--- src/rtl/sid_pkg.sv ---
// sid_pkg: shared definitions for the SID register write path.
//   SID_LAST_WR_ADDR  highest writable register address; anything above is
//                     read-only (0x19-0x1C) or unused and gets dropped
//   SID_FC_LO/HI, SID_RES_FILT  filter register addresses
//   SID_DELAY_W       storage width of the delay field in a queued command
//   sid_wr_cmd_t      queued write command {addr, data, delay}
//   sid_wr_state_t    issue FSM states
package sid_pkg;

  localparam logic [4:0] SID_LAST_WR_ADDR = 5'h18;
  localparam logic [4:0] SID_FC_LO        = 5'h15;
  localparam logic [4:0] SID_FC_HI        = 5'h16;
  localparam logic [4:0] SID_RES_FILT     = 5'h17;

  // Queue storage width of the delay field; the writer's DELAY_W should not
  // exceed it.
  localparam int unsigned SID_DELAY_W = 16;

  typedef struct packed {
    logic [4:0]             addr;
    logic [7:0]             data;
    logic [SID_DELAY_W-1:0] delay;
  } sid_wr_cmd_t;

  typedef enum logic [1:0] {
    SID_IDLE  = 2'd0,
    SID_WAIT  = 2'd1,
    SID_ISSUE = 2'd2
  } sid_wr_state_t;

  function automatic logic sidWritable(input logic [4:0] addr);
    return addr <= SID_LAST_WR_ADDR;
  endfunction

endpackage

--- src/rtl/sid_cmd_fifo.sv ---
// sid_cmd_fifo: synchronous FIFO of sid_wr_cmd_t.
//   clk, iRstN   clock, synchronous active-low reset (flushes contents)
//   iPush, iCmd  write request and command; ignored while full, even when a
//                pop happens in the same cycle
//   iPop, oCmd   read request and head entry (oCmd valid while !oEmpty)
//   oFull, oEmpty, oLevel  status; a pushed entry is visible the next cycle
module sid_cmd_fifo
  import sid_pkg::*;
#(
  parameter int unsigned DEPTH = 16
) (
  input  logic                   clk,
  input  logic                   iRstN,
  input  logic                   iPush,
  input  sid_wr_cmd_t            iCmd,
  input  logic                   iPop,
  output sid_wr_cmd_t            oCmd,
  output logic                   oFull,
  output logic                   oEmpty,
  output logic [$clog2(DEPTH):0] oLevel
);

  localparam int unsigned AW = $clog2(DEPTH);
  localparam logic [AW:0] FULL_LEVEL = (AW + 1)'(DEPTH);

  sid_wr_cmd_t   mem [DEPTH];
  logic [AW-1:0] wrPtr;
  logic [AW-1:0] rdPtr;
  logic [AW:0]   level;
  logic          doPush;
  logic          doPop;

  assign oFull  = (level == FULL_LEVEL);
  assign oEmpty = (level == '0);
  assign oLevel = level;
  assign doPush = iPush & ~oFull;
  assign doPop  = iPop & ~oEmpty;
  assign oCmd   = mem[rdPtr];

  always_ff @(posedge clk) begin
    if (!iRstN) begin
      wrPtr <= '0;
      rdPtr <= '0;
      level <= '0;
    end else begin
      if (doPush) wrPtr <= wrPtr + 1'b1;
      if (doPop)  rdPtr <= rdPtr + 1'b1;
      case ({doPush, doPop})
        2'b10:   level <= level + 1'b1;
        2'b01:   level <= level - 1'b1;
        default: level <= level;
      endcase
    end
  end

  always_ff @(posedge clk) begin
    if (doPush) mem[wrPtr] <= iCmd;
  end

endmodule

--- src/rtl/sid_reg_writer.sv ---
// sid_reg_writer: timed write initiator for the SID register bus.
// Commands {addr, data, delay} arrive on a valid/ready stream, are queued,
// and each is issued after `delay` iClkEn ticks. Writes to addresses above
// 0x18 are dropped (oDropped pulse) instead of strobing oWE.
//   clk, iRstN     clock, synchronous active-low reset
//   iClkEn         SID clock enable; only these cycles count down a delay
//   iValid/oReady  command handshake; iCmdAddr/iCmdData/iCmdDelay payload
//   oWE/oAddr/oData  register bus; oAddr/oData hold the last issued write
//   oDropped       one-cycle pulse for a read-only/unused target
//   oLevel, oBusy  queue occupancy, activity indicator
// Optional (macro SID_SHADOW_READBACK_EN): iRdAddr/oRdData registered
// readback of a shadow copy of every writable register.
module sid_reg_writer
  import sid_pkg::*;
#(
  parameter int unsigned DEPTH   = 16,
  parameter int unsigned DELAY_W = 16
) (
  input  logic                   clk,
  input  logic                   iRstN,
  input  logic                   iClkEn,
  input  logic                   iValid,
  output logic                   oReady,
  input  logic [4:0]             iCmdAddr,
  input  logic [7:0]             iCmdData,
  input  logic [DELAY_W-1:0]     iCmdDelay,
  output logic                   oWE,
  output logic [4:0]             oAddr,
  output logic [7:0]             oData,
  output logic                   oDropped,
  output logic [$clog2(DEPTH):0] oLevel,
  output logic                   oBusy
`ifdef SID_SHADOW_READBACK_EN
  ,
  input  logic [4:0]             iRdAddr,
  output logic [7:0]             oRdData
`endif
);

  sid_wr_state_t      state;
  sid_wr_state_t      stateNext;
  sid_wr_cmd_t        pushCmd;
  sid_wr_cmd_t        headCmd;
  logic               fifoFull;
  logic               fifoEmpty;
  logic               pop;
  logic [DELAY_W-1:0] headDelay;
  logic [DELAY_W-1:0] cnt;
  logic [4:0]         cmdAddr;
  logic [7:0]         cmdData;
  logic [4:0]         lastAddr;
  logic [7:0]         lastData;
  logic               issueWr;

  always_comb begin
    pushCmd       = '0;
    pushCmd.addr  = iCmdAddr;
    pushCmd.data  = iCmdData;
    pushCmd.delay = SID_DELAY_W'(iCmdDelay);
  end

  sid_cmd_fifo #(.DEPTH(DEPTH)) cmdFifo (
    .clk    (clk),
    .iRstN  (iRstN),
    .iPush  (iValid),
    .iCmd   (pushCmd),
    .iPop   (pop),
    .oCmd   (headCmd),
    .oFull  (fifoFull),
    .oEmpty (fifoEmpty),
    .oLevel (oLevel)
  );

  assign headDelay = headCmd.delay[DELAY_W-1:0];

  always_comb begin
    stateNext = state;
    pop       = 1'b0;
    case (state)
      SID_IDLE: begin
        if (!fifoEmpty) begin
          pop       = 1'b1;
          stateNext = (headDelay != '0) ? SID_WAIT : SID_ISSUE;
        end
      end
      SID_WAIT: begin
        if (iClkEn && cnt == DELAY_W'(1)) stateNext = SID_ISSUE;
      end
      SID_ISSUE: stateNext = SID_IDLE;
      default:   stateNext = SID_IDLE;
    endcase
  end

  always_ff @(posedge clk) begin
    if (!iRstN) begin
      state    <= SID_IDLE;
      cnt      <= '0;
      cmdAddr  <= '0;
      cmdData  <= '0;
      lastAddr <= '0;
      lastData <= '0;
    end else begin
      state <= stateNext;
      if (pop) begin
        cnt     <= headDelay;
        cmdAddr <= headCmd.addr;
        cmdData <= headCmd.data;
      end else if (state == SID_WAIT && iClkEn && cnt != '0) begin
        cnt <= cnt - 1'b1;
      end
      if (issueWr) begin
        lastAddr <= cmdAddr;
        lastData <= cmdData;
      end
    end
  end

  // Strobes are gated by reset so a state left over from before the reset
  // edge can never reach the bus.
  assign issueWr  = iRstN & (state == SID_ISSUE) & sidWritable(cmdAddr);
  assign oWE      = issueWr;
  assign oDropped = iRstN & (state == SID_ISSUE) & ~sidWritable(cmdAddr);
  // The bus shows the latched command only during its strobe; otherwise it
  // holds the previous write so a queued command never leaks onto it early.
  assign oAddr    = issueWr ? cmdAddr : lastAddr;
  assign oData    = issueWr ? cmdData : lastData;
  assign oReady   = ~fifoFull;
  assign oBusy    = (state != SID_IDLE) | (oLevel != '0);

`ifdef SID_SHADOW_READBACK_EN
  logic [7:0] shadow [32];

  always_ff @(posedge clk) begin
    if (!iRstN) begin
      for (int unsigned i = 0; i < 32; i++) shadow[i] <= '0;
      oRdData <= '0;
    end else begin
      if (issueWr) shadow[cmdAddr] <= cmdData;
      if (!sidWritable(iRdAddr))                 oRdData <= '0;
      else if (issueWr && iRdAddr == cmdAddr)    oRdData <= cmdData;
      else                                       oRdData <= shadow[iRdAddr];
    end
  end
`endif

endmodule
--- config.mk ---
export PLATFORM = sky130hd
export DESIGN_NAME = sid_reg_writer
export DESIGN_NICKNAME = d
export VERILOG_FILES = /design/src/rtl/sid_pkg.sv /design/src/rtl/sid_cmd_fifo.sv /design/src/rtl/sid_reg_writer.sv
export SDC_FILE = /design/constraint.sdc
export NUM_CORES = 1
export LEC_CHECK = 0
export CAP_MARGIN = 5
export CORE_MARGIN = 1.5
export CORE_UTILIZATION = 60
export CTS_BUF_LIST = sky130_fd_sc_hd__clkbuf_2
export DETAILED_ROUTE_END_ITERATION = 7
export GPL_ROUTABILITY_DRIVEN = 0
export PLACE_DENSITY = 0.75
export SLEW_MARGIN = 10
export SYNTH_ARGS = -nofsm -noshare
export SYNTH_HDL_FRONTEND = slang
export SYNTH_HIERARCHICAL = 1
export SYNTH_SLANG_ARGS = --single-unit
--- constraint.sdc ---
create_clock -name clk -period 8.2 [get_ports clk]
set_clock_uncertainty 0.15 [all_clocks]
set_input_delay 1.64 -clock clk [delete_from_list [all_inputs] [get_ports clk]]
set_output_delay 1.64 -clock clk [all_outputs]
set_load 0.005 [all_outputs]
==> results by group <==
Clocking
  – CTS max path bufs: 3
  – Hold_buf cts: 0
  – Worst-Skew Late Latency: about 1.0 ns
  – Clock slew at reported path FFs: 0.08 ns
  – Post-CTS setup buffer count: 0
  – CTS tree: done
  – CTS resizes: 0
  – CTS Buf Count: between 100 and 150
  – CTS Sinks: 525
  – Clk root buf: clkbuf_2
  – H-tree levels: 4

Drt
  – Vias: 11.11k
  – # DRC: 0
  – DR top layer: met4
  – Metal3 WL: 4031 um
  – Routed wire length per instance: 24.07 um
  – 1st-pass router iterations: 7
  – WL final: between 40,000 and 50,000 um
  – M1 WL: around 18,000 um
  – 1st-iter DRT viols: 1,190
  – Final antenna-violating net count: 0
  – Routed vias/inst: a little over 6
  – Routed met2 length: 20,740 um

Setup path
  – CP max stage delay: ~0.50 ns
  – Critical path cell sequence: clkdlybuf4s50_1, buf_4, nand3b_1, nand2b_1, inv_2, o22a_1, clkdlybuf4s50_1
  – Critical path launch point type: primary input
  – CP endpoint kind: output port
  – CP Class: primary input to output port
  – CP max-delay cell: clkdlybuf4s50_1
  – Crit. Startpoint: iRstN
  – Worst Path Max Fanout: 55
  – Critical Path AT: roughly 4.2 ns
  – WP data required: about 6.4 ns
  – CP dominant cell by count: clkdlybuf4s50_1

Finish
  – Final core occ: 0.6795
  – Layout cells sized above 1: 0.2763
  – Area Growth Syn to Fin: 11.01%
  – Fin cells: between 1.5k and 2k
  – Layout Nets: 1,301

Floorplan
  – Core area: about 34,000 um2
  – Initial Util: 0.6121
  – Die Footprint: roughly 35,000 um2
  – Die width: between 150 and 200 um
  – Die Y: 188.2 um
  – Row count: 67
  – IO Pins: 55

Global routing
  – Largest net degree at the start of global routing: 69
  – Overall Global Routing Usage: 0.2543
  – Vias in the first global route: 11.25k
  – First-pass GRT wire length: ~66,000 um
  – Initial antenna violation count: 1
  – Gr ovfl total: 0

Power and ir drop
  – Internal Dissipation: approximately 4500 uW
  – Leakage: between 0.007 and 0.008 uW
  – Flop pwr share: 0.501
  – Switching Share: 0.3035
  – Net Switching: 1974 uW
  – Clock share of power: 0.267
  – Combinational power share: 0.232
  – Power Density: between 200 and 300 nW/um2
  – Peak VDD IR: 189.9 uV

Timing
  – Final Cycle Share: 0.7281
  – Final Max Tran Viols: 0
  – Total negative slack: 0 ns
  – Final setup vio count: 0
  – Fmax: 0.1675 GHz
  – Fin crit period: ~6.0 ns
  – Worst-Margin Slew: about 1.2 ns
  – Final Hold Fails: 0
  – Min Hold Slack: approximately 0.32 ns
  – Slew HR: 0.1917
  – RSZ-0062 raised after global routing: no

Placement
  – Input/output buffers: 54
  – DP Cell Count: ~1.6k
  – Post-DP HPWL: approximately 23,000 um

Synth
  – Mapped Area: around 21,000 um2
  – Cell variety after synth: 66
  – Synth Register Bits: between 500 and 600
  – Synth Instances: around 1.1k
  – Synth warn: 6
  – Asr flop ratio synth: 0
  – Post-synth EDFFs: 464
  – Register area share after synthesis: 0.7365
  – Avg Inst Size Synth: 18.42 um2
  – Post-synthesis net count: between 1k and 1.5k
  – Prevailing post-synth register cell: edfxtp_1

Status
  – Outcome: finished, final reports clean

Hold path
  – Worst Hold Launch: cmdData[5]
  – Hold WC Path Type: flip-flop to flip-flop

Flow run
  – Max_cap viols: 0
area by class of cell:
type | count | area, um2
clock buffer | 183 | 915.9
clock inverter | 41 | 290.3
multi-input combinational | 514 | 5171
timing repair buffer | 74 | 690.7
fill | 2249 | 10770
sequential | 525 | 15160
antenna | 1 | 2.502
inverter | 13 | 48.80
tap | 448 | 560.5
layout by cell type (no fill, tap or decap), types with 3 or more instances in the layout:
cell / synthesis / layout
a21oi_1: 29 / 29
a22oi_1: 60 / 60
and2_1: 21 / 21
and3_1: 4 / 4
buf_4: 4 / 20
bufinv_16: 0 / 5
clkbuf_2: 0 / 183
clkdlybuf4s50_1: 0 / 54
clkinv_1: 0 / 25
clkinv_2: 0 / 4
dfxtp_1: 61 / 59
edfxtp_1: 464 / 464
ha_1: 10 / 10
inv_1: 10 / 10
inv_2: 3 / 10
mux2i_1: 5 / 5
mux4_2: 116 / 116
nand2_1: 107 / 107
nand2b_1: 5 / 5
nand3_1: 13 / 13
nand3b_1: 4 / 4
nand4_1: 6 / 6
nor2_1: 29 / 16
nor2_4: 0 / 13
nor2b_1: 9 / 7
nor3_1: 12 / 8
nor3_2: 1 / 5
nor4_1: 10 / 10
o21a_1: 7 / 7
o21ai_0: 4 / 4
or3_1: 4 / 4
or4_1: 3 / 3
xnor2_1: 6 / 6
stage by stage:
| step | instance area (um2) | power, uW | setup slack [ns] |
|---|---|---|---|
| final | 22840 | 6505 | 2.229 |
| after global routing | 22840 | 6863 | 2.056 |
| after CTS | 22840 | 6566 | 2.262 |
| after detailed placement | 21630 | 4832 | 2.274 |
| after global placement | 21630 | 4798 | 2.387 |
| after floorplan | 20580 | 4439 | 3.624 |
routing by layer:
layer	track usage	vias up
li1	-	4876
met1	0.3572	5605
met2	0.3924	549
met3	0.06165	79
met4	0.09754	0
met5	0	-
logic make-up (layout without fill, tap and decap cells):
kind of cell    Yosys count  in the layout  share of synthesized area
compound gates          132            132                    0.04640
buf+inv                  78            311                    0.01836
other cells               0              1                          0
mux                     122            122                     0.1301
xor+xnor                  7              7                   0.002980
simple gates            243            243                    0.05953
flops                   525            525                     0.7365
fa+ha+maj                10             10                   0.006081
path summary, 6_finish.rpt:
kind / slack (ns) / cells past startpoint / endpoint
worst max-delay path: 2.23 / 7 / oAddr[3]
worst min-delay path: 0.32 / 2 / cmdData[5]
worst max register to register: 4.05 / 9 / state[1]
worst min register to register: 0.32 / 2 / cmdData[5]
synth_stat cells (3+ instances only):
master | n | area share
a21oi_1 | 29 | 0.0071
a22oi_1 | 60 | 0.022
and2_1 | 21 | 0.0064
and3_1 | 4 | 0.0012
buf_1 | 5 | 0.00091
buf_2 | 10 | 0.0024
buf_4 | 4 | 0.0015
buf_6 | 5 | 0.0027
clkbuf_1 | 39 | 0.0071
dfxtp_1 | 61 | 0.059
edfxtp_1 | 464 | 0.68
ha_1 | 10 | 0.0061
inv_1 | 10 | 0.0018
inv_2 | 3 | 0.00055
mux2i_1 | 5 | 0.0024
mux4_2 | 116 | 0.13
nand2_1 | 107 | 0.020
nand2b_1 | 5 | 0.0015
nand3_1 | 13 | 0.0032
nand3b_1 | 4 | 0.0015
nand4_1 | 6 | 0.0018
nor2_1 | 29 | 0.0053
nor2b_1 | 9 | 0.0027
nor3_1 | 12 | 0.0029
nor4_1 | 10 | 0.0030
o21a_1 | 7 | 0.0026
o21ai_0 | 4 | 0.00097
or3_1 | 4 | 0.0012
or4_1 | 3 | 0.0011
xnor2_1 | 6 | 0.0026
flip-flops by register name, summed over array words and instances (netlist names), named ones only:
register,flops
cmdAddr,5
cmdFifo/rdPtr,4
lastData,8
cnt,16
state,2
lastAddr,5
cmdData,8
cmdFifo/mem,464
cmdFifo/oLevel,5
cmdFifo/wrPtr,4
power groups by stage:
stage,logic (uW),registers [uW],clock network (uW)
global route,1650,3290,1920
global placement,1480,3320,0
CTS,1520,3260,1790
detailed placement,1510,3320,0
floorplan,1250,3190,0
finish,1510,3260,1740
critical path, delay by kind of cell:
| family | cells | cell delay [ns] |
|---|---|---|
| AND/OR/NAND/NOR | 2 | 0.63 |
| buffers and inverters | 4 | 1.68 |
| AO/OA/AOI/OAI | 1 | 0.21 |
Power figures use the tool's default switching activity.
